### config.mk
export PLATFORM = sky130hd
export DESIGN_NAME = datapath_bus
export DESIGN_NICKNAME = d
export VERILOG_FILES = /design/src/rtl/datapath_bus.sv
export SDC_FILE = /design/constraint.sdc
export NUM_CORES = 1
export LEC_CHECK = 0
export ABC_AREA = 1
export ABC_CLOCK_PERIOD_IN_PS = 15900
export CORE_UTILIZATION = 40
export CTS_BUF_LIST = sky130_fd_sc_hd__clkbuf_4
export CTS_CLUSTER_SIZE = 30
export DETAILED_ROUTE_END_ITERATION = 16
export DONT_BUFFER_PORTS = 1
export HOLD_SLACK_MARGIN = 0.1
export SYNTH_ARGS = -nofsm -noshare
export SYNTH_HDL_FRONTEND = slang
export SYNTH_SLANG_ARGS = --single-unit
export TNS_END_PERCENT = 20
### constraint.sdc
create_clock -name clk -period 15.9 [get_ports clk]
set_input_delay 1.59 -clock clk [delete_from_list [all_inputs] [get_ports clk]]
set_output_delay 1.59 -clock clk [all_outputs]
set_load 0.005 [all_outputs]
### src/rtl/datapath_bus.sv
// Processor datapath: architectural registers, shared internal bus, ALU and IM/DM front-end.
// Optional sticky error flag is enabled by defining DATAPATH_BUS_ERR_EN.
module datapath_bus #(
    parameter int                 DATA_W   = 16,
    parameter logic [DATA_W-1:0]  PC_RESET = '0
) (
    input  logic              clk,
    input  logic              rst,
    input  logic [3:0]        bus_sel,
    input  logic [15:0]       write_en,
    input  logic [15:0]       inc_en,
    input  logic [15:0]       clr_en,
    input  logic [2:0]        alu_op,
    output logic [DATA_W-1:0] im_addr,
    input  logic [DATA_W-1:0] im_rdata,
    output logic [DATA_W-1:0] dm_addr,
    output logic [DATA_W-1:0] dm_wdata,
    output logic              dm_we,
    input  logic [DATA_W-1:0] dm_rdata,
    output logic              z_flag,
    output logic [DATA_W-1:0] ac_out
`ifdef DATAPATH_BUS_ERR_EN
    ,
    output logic              err
`endif
);

    localparam int B_PC = 1;
    localparam int B_AR = 2;
    localparam int B_IR = 3;
    localparam int B_AC = 4;
    localparam int B_R  = 5;
    localparam int B_R4 = 7;
    localparam int B_R3 = 8;
    localparam int B_R2 = 9;
    localparam int B_R1 = 10;
    localparam int B_DM = 11;

    logic [DATA_W-1:0] pc_q, ar_q, ir_q, ac_q, r_q, r1_q, r2_q, r3_q, r4_q;
    logic [DATA_W-1:0] pc_d, ar_d, ir_d, ac_d, r_d, r1_d, r2_d, r3_d, r4_d;
    logic              z_q, z_d;
    logic [DATA_W-1:0] bus;
    logic [DATA_W-1:0] alu_res;
    logic              alu_vld;
    logic              ac_evt;

    // Common register update: clear beats bus load beats increment.
    function automatic logic [DATA_W-1:0] reg_next(input logic [DATA_W-1:0] cur,
                                                    input logic clr, input logic ld,
                                                    input logic inc,
                                                    input logic [DATA_W-1:0] bus_v);
        if (clr)      reg_next = '0;
        else if (ld)  reg_next = bus_v;
        else if (inc) reg_next = cur + 1'b1;
        else          reg_next = cur;
    endfunction

    function automatic logic [DATA_W-1:0] alu_fn(input logic [2:0] op,
                                                  input logic [DATA_W-1:0] a,
                                                  input logic [DATA_W-1:0] b);
        case (op)
            3'd1:    alu_fn = a + b;
            3'd2:    alu_fn = a - b;
            3'd3:    alu_fn = a * b;
            3'd4:    alu_fn = {a[DATA_W-2:0], 1'b0};
            default: alu_fn = a;
        endcase
    endfunction

    always_comb begin
        bus = '0;
        case (bus_sel)
            4'd1:    bus = pc_q;
            4'd2:    bus = ar_q;
            4'd4:    bus = ir_q;
            4'd5:    bus = ac_q;
            4'd6:    bus = r_q;
            4'd7:    bus = r1_q;
            4'd8:    bus = r2_q;
            4'd9:    bus = r3_q;
            4'd10:   bus = r4_q;
            4'd12:   bus = dm_rdata;
            4'd13:   bus = im_rdata;
            default: bus = '0;
        endcase
    end

    always_comb begin
        alu_vld = (alu_op >= 3'd1) && (alu_op <= 3'd4);
        alu_res = alu_fn(alu_op, ac_q, r_q);

        pc_d = reg_next(pc_q, clr_en[B_PC], write_en[B_PC], inc_en[B_PC], bus);
        ar_d = reg_next(ar_q, clr_en[B_AR], write_en[B_AR], inc_en[B_AR], bus);
        ir_d = reg_next(ir_q, clr_en[B_IR], write_en[B_IR], inc_en[B_IR], bus);
        r_d  = reg_next(r_q,  clr_en[B_R],  write_en[B_R],  inc_en[B_R],  bus);
        r1_d = reg_next(r1_q, clr_en[B_R1], write_en[B_R1], inc_en[B_R1], bus);
        r2_d = reg_next(r2_q, clr_en[B_R2], write_en[B_R2], inc_en[B_R2], bus);
        r3_d = reg_next(r3_q, clr_en[B_R3], write_en[B_R3], inc_en[B_R3], bus);
        r4_d = reg_next(r4_q, clr_en[B_R4], write_en[B_R4], inc_en[B_R4], bus);

        // ALU result slots between clear and bus load for AC only.
        if (clr_en[B_AC])     ac_d = '0;
        else if (alu_vld)     ac_d = alu_res;
        else                  ac_d = reg_next(ac_q, 1'b0, write_en[B_AC], inc_en[B_AC], bus);

        ac_evt = clr_en[B_AC] | alu_vld | write_en[B_AC] | inc_en[B_AC];
        z_d    = ac_evt ? (ac_d == '0) : z_q;
    end

    always_ff @(posedge clk or posedge rst) begin
        if (rst) begin
            pc_q <= PC_RESET;
            ar_q <= '0;
            ir_q <= '0;
            ac_q <= '0;
            r_q  <= '0;
            r1_q <= '0;
            r2_q <= '0;
            r3_q <= '0;
            r4_q <= '0;
            z_q  <= 1'b1;
        end else begin
            pc_q <= pc_d;
            ar_q <= ar_d;
            ir_q <= ir_d;
            ac_q <= ac_d;
            r_q  <= r_d;
            r1_q <= r1_d;
            r2_q <= r2_d;
            r3_q <= r3_d;
            r4_q <= r4_d;
            z_q  <= z_d;
        end
    end

`ifdef DATAPATH_BUS_ERR_EN
    logic err_q, err_d, sel_undef, bad_wr, bad_alu;

    always_comb begin
        sel_undef = (bus_sel == 4'd3) || (bus_sel == 4'd11) ||
                    (bus_sel == 4'd14) || (bus_sel == 4'd15);
        bad_wr    = sel_undef && ((write_en & 16'h0FBE) != 16'h0000);
        bad_alu   = (alu_op != 3'd0) && (write_en[B_AC] || clr_en[B_AC]);
        err_d     = err_q | bad_wr | bad_alu;
    end

    always_ff @(posedge clk or posedge rst) begin
        if (rst) err_q <= 1'b0;
        else     err_q <= err_d;
    end

    assign err = err_q;
`endif

    assign im_addr  = pc_q;
    assign dm_addr  = ar_q;
    assign dm_wdata = bus;
    assign dm_we    = write_en[B_DM];
    assign z_flag   = z_q;
    assign ac_out   = ac_q;

    // Strobe bits with no register behind them.
    logic unused_strobes;
    assign unused_strobes = ^{write_en[15:12], write_en[6], write_en[0],
                              inc_en[15:11], inc_en[6], inc_en[0],
                              clr_en[15:11], clr_en[6], clr_en[0]};

endmodule

==> flow_summary.toml, run 1 <==
[grt]
globalRouteTotalUtil_pct = 29.3
grt_pass1_vias = 15900
antenna_found_initial = 2
grt_max_degree = 84
grt_pass1_wl_um = 92400
overflow = 0

[clocking]
postCtsSetupBuffers = 0
cts_hold_buf = 0
cts-root-buf = "clkbuf_4"
path_clk_slew_ns = 0.13
cts_buffers = 17
htreeDepth = 4
cts_sinks = 145
cts_tree = "built"
insertion_delay_ns = 0.65
cts.path.max_buffers = 2
cts_resized = 0

[synthesis]
ys_seq_area_share_pct = 22.4
synthCells = 2398
synthTopCellsByArea = "dfrtp_1 (22%), nand2_1 (11%), inv_1 (10%)"
yosys_warnings = 0
synth_flop_cell = "dfrtp_1"
yosysTopAreaCell = "dfrtp_1"
synth_cell_types = 51
synth_nets = 2643
ys_ff_latch = 145
syn_area_per_cell_um2 = 6.75
syn_area_um2 = 16200
yosysTopAreaCellShare_pct = 22.3
ys_async_sr_fraction_pct = 100
synthTopCellsByCount = "nand2_1 (480), inv_1 (442), o21ai_0 (238), nand3_1 (183), nor2_1 (175)"
synth.most_common_cell = "nand2_1"
synth-edff-count = 0

[setup_path]
crit_required_ns = 16.48
cp.arrival_ns = 6.85
crit_fanout = 14
reg2reg_from = "ac_out[1]"
r2r_cells = 24
reg2reg_to = "z_flag"
critPathLaunchType = "flop"
critPathKind = "reg2reg"
r2r_slack_ns = 9.63
critPathLaunch = "ac_out[1]"
critical_path.endpoint = "z_flag"
end_kind = "flop"

[detailed_routing]
drt_iter0_drc = 1577
vias = 16300
vias_per_cell = 5.64
ant_nets = 0
drcViolationCount = 0
first_pass_iters = 6
wl_per_cell_um = 20.5
drt-total-wl_um = 59200

[pwr]
p_clk_share_pct = 21.9
p_switching_mw = 0.497
p_leak_nw = 8.66
ir_drop_v = 0.0000497
pwr-share-comb_pct = 37.2
seq_power_share_pct = 40.9
power.internal_mw = 0.621
sw_frac_of_total_pct = 44.4
power_density_nw_per_um2 = 66.4

[floorplanning]
io_pins = 155
die_y_um = 203
start_util_pct = 40.6
fp.dieW_um = 203
fp-row-count = 73
die_area_um2 = 41300
core_area_um2 = 39800

[sta]
rsz0062_at_grt = "no"
report.final.setup_viol = 0
hold_viol = 0
max-slew-margin-rel_pct = 27.5
period_needed_ns = 6.27
period_share_pct = 39.4
worst_pin_slew_ns = 1.09
timing.fmax_mhz = 160
skew_ns = 0.0323
drv_slew = 0
setup-tns-final_ns = 0

[finish]
fin_nets = 2590
layout-drive-gt1-share_pct = 4.16
stdcell_area_um2 = 16900
syn_to_final_growth_pct = 4.11
fillers = 4279

[hold_path]
hold_depth = 2
hold_class = "reg2reg"

[place]
placed_cell_area_um2 = 16600
finalWeightedCongestion = 1.00
dpl.hpwl_um = 44400
port_buffers = 0

[job]
maxCapViolations = 0

[outcome]
outcome = "finished, final reports clean"
layout make-up:
class                           count  area (um2)  share of cell area, %
Clock inverter                     10        93.8                  0.557
Tap cell                          525         657                   3.90
Timing Repair Buffer               21         158                  0.936
Clock buffer                       21         158                  0.936
Sequential cell                   145        3630                   21.5
Antenna cell                        2        5.00                 0.0297
Multi-Input combinational cell   1709       10500                   62.0
Inverter                          451        1700                   10.1
routing by layer:
metal	vias up	global-route usage [%]	wire, um
met5	-	0	0
met4	0	16.7	3530
met3	181	4.92	4770
met2	748	47.9	27200
met1	7754	36.6	23700
li1	7593	-	-
power by group through the flow:
stage          sequential [mW]  combinational [mW]  clock [mW]
6_report                 0.457               0.416       0.245
3_5_place_dp             0.463               0.410           0
2_1_floorplan            0.426               0.310           0
5_1_grt                  0.460               0.470       0.259
4_1_cts                  0.456               0.412       0.249
3_3_place_gp             0.463               0.405           0
per-stage QoR:
step	power, mW	hold slack [ns]	utilization, %	setup WS, ns	instances
3_5_place_dp	0.873	0.511	41.7	9.62	2851
2_1_floorplan	0.736	0.455	-	10.38	2398
3_3_place_gp	0.867	0.502	41.7	9.63	2851
4_1_cts	1.12	0.534	42.3	9.61	2882
5_1_grt	1.19	0.539	42.3	9.25	2883
6_report	1.12	0.529	42.3	9.63	2884
worst min-delay path by stage:
stage | end | slack, ns | from
final | z_flag | 0.53 | z_flag
after global placement | z_flag | 0.50 | z_flag
after CTS | z_flag | 0.53 | z_flag
after global routing | z_flag | 0.54 | z_flag
after floorplan | z_flag | 0.46 | z_flag
after detailed placement | z_flag | 0.51 | z_flag
flip-flops by register name (all words and copies together), names as in the netlist:
name,cells
r1_q,16
ir_q,16
r_q,16
r3_q,16
r4_q,16
im_addr,16
dm_addr,16
z_flag,1
ac_out,16
r2_q,16
kinds of logic (layout without fill, tap and decap cells):
kind of cell / after synthesis / after routing / share of synthesized area [%]
AND/OR/NAND/NOR: 953 / 953 / 25.8
buffers and inverters: 544 / 503 / 13.0
AO/OA/AOI/OAI: 473 / 473 / 16.1
adder cells (fa/ha/maj): 156 / 156 / 15.8
flip-flops: 145 / 145 / 22.4
XOR/XNOR: 126 / 126 / 6.82
multiplexers: 1 / 1 / 0.0618
other: 0 / 2 / 0
worst max-delay path: stages, from the launching register on:
cell and delay, ns:
dfrtp_1 0.79, buf_4 0.36, nand2_1 0.11, fa_1 0.47
fa_1 0.55, inv_1 0.05, fa_1 0.47, fa_1 0.54
inv_1 0.06, fa_1 0.50, fa_1 0.57, inv_1 0.05
ha_1 0.33, nand2_1 0.08, a21oi_1 0.04, a211oi_1 0.18
o21ai_0 0.12, a31oi_1 0.33, inv_1 0.07, nand3_1 0.09
nand3_1 0.08, nand3_1 0.08, nand2_1 0.06, nand3_1 0.16
nand2_1 0.08
placed cells by master (no fill, tap or decap), types with 2 or more instances in the layout:
| cell | instances |
|---|---|
| clkinv_2 | 3 |
| xnor2_1 | 5 |
| xor2_1 | 121 |
| nor3_2 | 16 |
| fa_1 | 81 |
| nand2_1 | 480 |
| inv_1 | 441 |
| diode_2 | 2 |
| o21ai_0 | 238 |
| o211ai_1 | 35 |
| a31oi_1 | 9 |
| dfrtp_1 | 144 |
| clkinv_1 | 11 |
| bufinv_16 | 2 |
| nand3b_1 | 6 |
| clkbuf_4 | 21 |
| o21ai_1 | 2 |
| a22o_1 | 3 |
| nor2_2 | 8 |
| nor3_1 | 28 |
| o21a_1 | 2 |
| nor2_1 | 175 |
| a21boi_0 | 2 |
| o21bai_1 | 3 |
| nand2_2 | 3 |
| buf_4 | 21 |
| inv_2 | 3 |
| a21oi_1 | 115 |
| ha_1 | 75 |
| or2_2 | 6 |
| nand3_1 | 183 |
| o22ai_1 | 52 |
| nand4_1 | 26 |
| nand3_2 | 9 |
| a221oi_1 | 6 |
| nor4_1 | 7 |
No activity file was read; power rests on OpenSTA's default activity.
==> run 2, diff against run 1 <==
--- a/config.mk
+++ b/config.mk
@@ -6,7 +6,7 @@
 export NUM_CORES = 1
 export LEC_CHECK = 0
 export ABC_AREA = 1
-export ABC_CLOCK_PERIOD_IN_PS = 15900
+export ABC_CLOCK_PERIOD_IN_PS = 6500
 export CORE_UTILIZATION = 40
 export CTS_BUF_LIST = sky130_fd_sc_hd__clkbuf_4
 export CTS_CLUSTER_SIZE = 30
==> constraint.sdc (replaced) <==
create_clock -name clk -period 6.5 [get_ports clk]
set_input_delay 0.65 -clock clk [delete_from_list [all_inputs] [get_ports clk]]
set_output_delay 0.65 -clock clk [all_outputs]
set_load 0.005 [all_outputs]
==> run 2 against run 1 <==
Core utilization rose by 0.17 points. Worst setup slack got worse by 9.0 ns. Sequential share of layout area fell by 0.086 points. Non-clock buffer count rose by 8. Sequential power rose by 140%. Fmax rose by 6.0%. Final area rose by 0.40%. Global-route usage fell by 0.29 points. Register-to-register slack got worse by 9.0 ns. Combinational power rose to 2.5 times the previous value. Clock power rose by 140%.
==> flow_summary.toml, run 2 (synthesis results as in run 1) <==
[setup_path]
worst_path_max_delay_cell = "dfrtp_1"
cp_slowest_stage_delay_ns = 0.80
reg2reg_to = "z_flag"
reg2reg_from = "ac_out[6]"
crit_required_ns = 7.07
crit_fanout = 12
r2r_cells = 23
crit_cells = 23
end_kind = "flop"
critPathLaunchType = "flop"
worst_path_most_repeated_cell = "fa_1"
critPathLaunch = "ac_out[6]"
crit_chain = "nand2_1 -> fa_1 -> fa_1 -> inv_1 -> fa_1 -> fa_1 -> inv_1 -> fa_1 -> fa_1 -> inv_1 -> ha_1 -> nand2_1 -> a21oi_1 -> a211oi_1 -> o21ai_0 -> a31oi_1 -> inv_1 -> nand3_1 -> nand3_1 -> nand3_1 -> nand2_1 -> nand3_1 -> nand2_1"
cp.arrival_ns = 6.49
path_buf_inv = 4
critPathKind = "reg2reg"
crit_family = "adder cells"
r2r_slack_ns = 0.58
critical_path.endpoint = "z_flag"

[grt]
antenna_found_initial = 2
grt_pass1_wl_um = 91500
grt_pass1_vias = 15400
globalRouteTotalUtil_pct = 29.0
grt_max_degree = 94
overflow = 0

[floorplanning]
die_area_um2 = 41300
die_y_um = 203
core_area_um2 = 39800
io_pins = 155
fp.dieW_um = 203
fp-row-count = 73
start_util_pct = 40.6

[job]
maxCapViolations = 0

[clocking]
cts_hold_buf = 1
cts.path.max_buffers = 2
cts_sinks = 145
cts-root-buf = "clkbuf_4"
postCtsSetupBuffers = 0
cts_resized = 0
cts_buffers = 17
path_clk_slew_ns = 0.14
cts_tree = "built"
insertion_delay_ns = 0.62
htreeDepth = 4

[finish]
fin_nets = 2598
fillers = 4264
layout-drive-gt1-share_pct = 4.52
syn_to_final_growth_pct = 4.53
final_cell_mix = "nand2_1 (480), inv_1 (441), o21ai_0 (238), nand3_1 (183), nor2_1 (175)"
utilization_pct = 42.5
final_common_cell = "nand2_1"

[sta]
rsz0062_at_grt = "no"
timing.fmax_mhz = 169
worst_pin_slew_ns = 1.10
report.final.setup_viol = 0
hold_viol = 0
period_share_pct = 91.0
max-slew-margin-rel_pct = 26.2
drv_slew = 0
period_needed_ns = 5.92
whs_ns = 0.177
skew_ns = 0.0267
setup-tns-final_ns = 0

[pwr]
p_leak_nw = 8.70
ir_drop_v = 0.000109
power_mw = 2.73
power_density_nw_per_um2 = 162

[detailed_routing]
drt-total-wl_um = 59200
first_pass_iters = 5
wl_per_cell_um = 20.5
drt_iter0_drc = 1649
vias = 16300
drcViolationCount = 0
ant_nets = 0
vias_per_cell = 5.64

[place]
dpl.hpwl_um = 44800
port_buffers = 0
finalWeightedCongestion = 0.995

[hold_path]
hold_class = "in2reg"

[outcome]
outcome = "finished, final reports clean"
==> run 2: per-layer routing <==
metal / part of all wire [%] / track usage (%)
met2: 46 / 46.8
met3: 7.8 / 4.47
met5: 0 / 0
met4: 5.0 / 15.1
met1: 41 / 37.5
==> run 2: worst min-delay path by stage <==
stage | start | to | slack [ns] | depth (start not counted)
5_1_grt | write_en[3] | ir_q[15] | 0.15 | 2
2_1_floorplan | z_flag | z_flag | 0.46 | 2
3_3_place_gp | z_flag | z_flag | 0.51 | 2
6_report | inc_en[4] | z_flag | 0.18 | 3
3_5_place_dp | z_flag | z_flag | 0.51 | 2
4_1_cts | inc_en[4] | z_flag | 0.15 | 3
==> run 2: where the power goes <==
group / internal [mW] / leakage [nW] / switching, mW
clock: 0.224 / 0.144 / 0.364
combinational: 0.323 / 6.62 / 0.717
sequential: 0.968 / 1.93 / 0.139
total: 1.51 / 8.70 / 1.22
==> run 2: stage by stage <==
stage / setup slack [ns] / instances / area [um2]
finish: 0.584 / 2892 / 16900
detailed placement: 0.592 / 2858 / 16600
CTS: 0.561 / 2890 / 16900
global route: 0.315 / 2891 / 16900
floorplan: 0.978 / 2398 / 16200
global placement: 0.670 / 2858 / 16600
==> run 2: area by class of cell <==
class                   instances  area (um2)  share of cell area, %
diodes                          2        5.00                 0.0296
repair buffers                 29         220                   1.30
multi-input cells            1709       10500                   61.8
well taps                     525         657                   3.88
clock buffers                  18         135                  0.799
inverters                     451        1700                   10.0
flip-flops and latches        145        3630                   21.5
clock inverters                13         121                  0.717
==> run 2: tightest hold or removal path: cells and delay by family <==
kind	cells	cell delay (ns)
simple gates	3	0.15
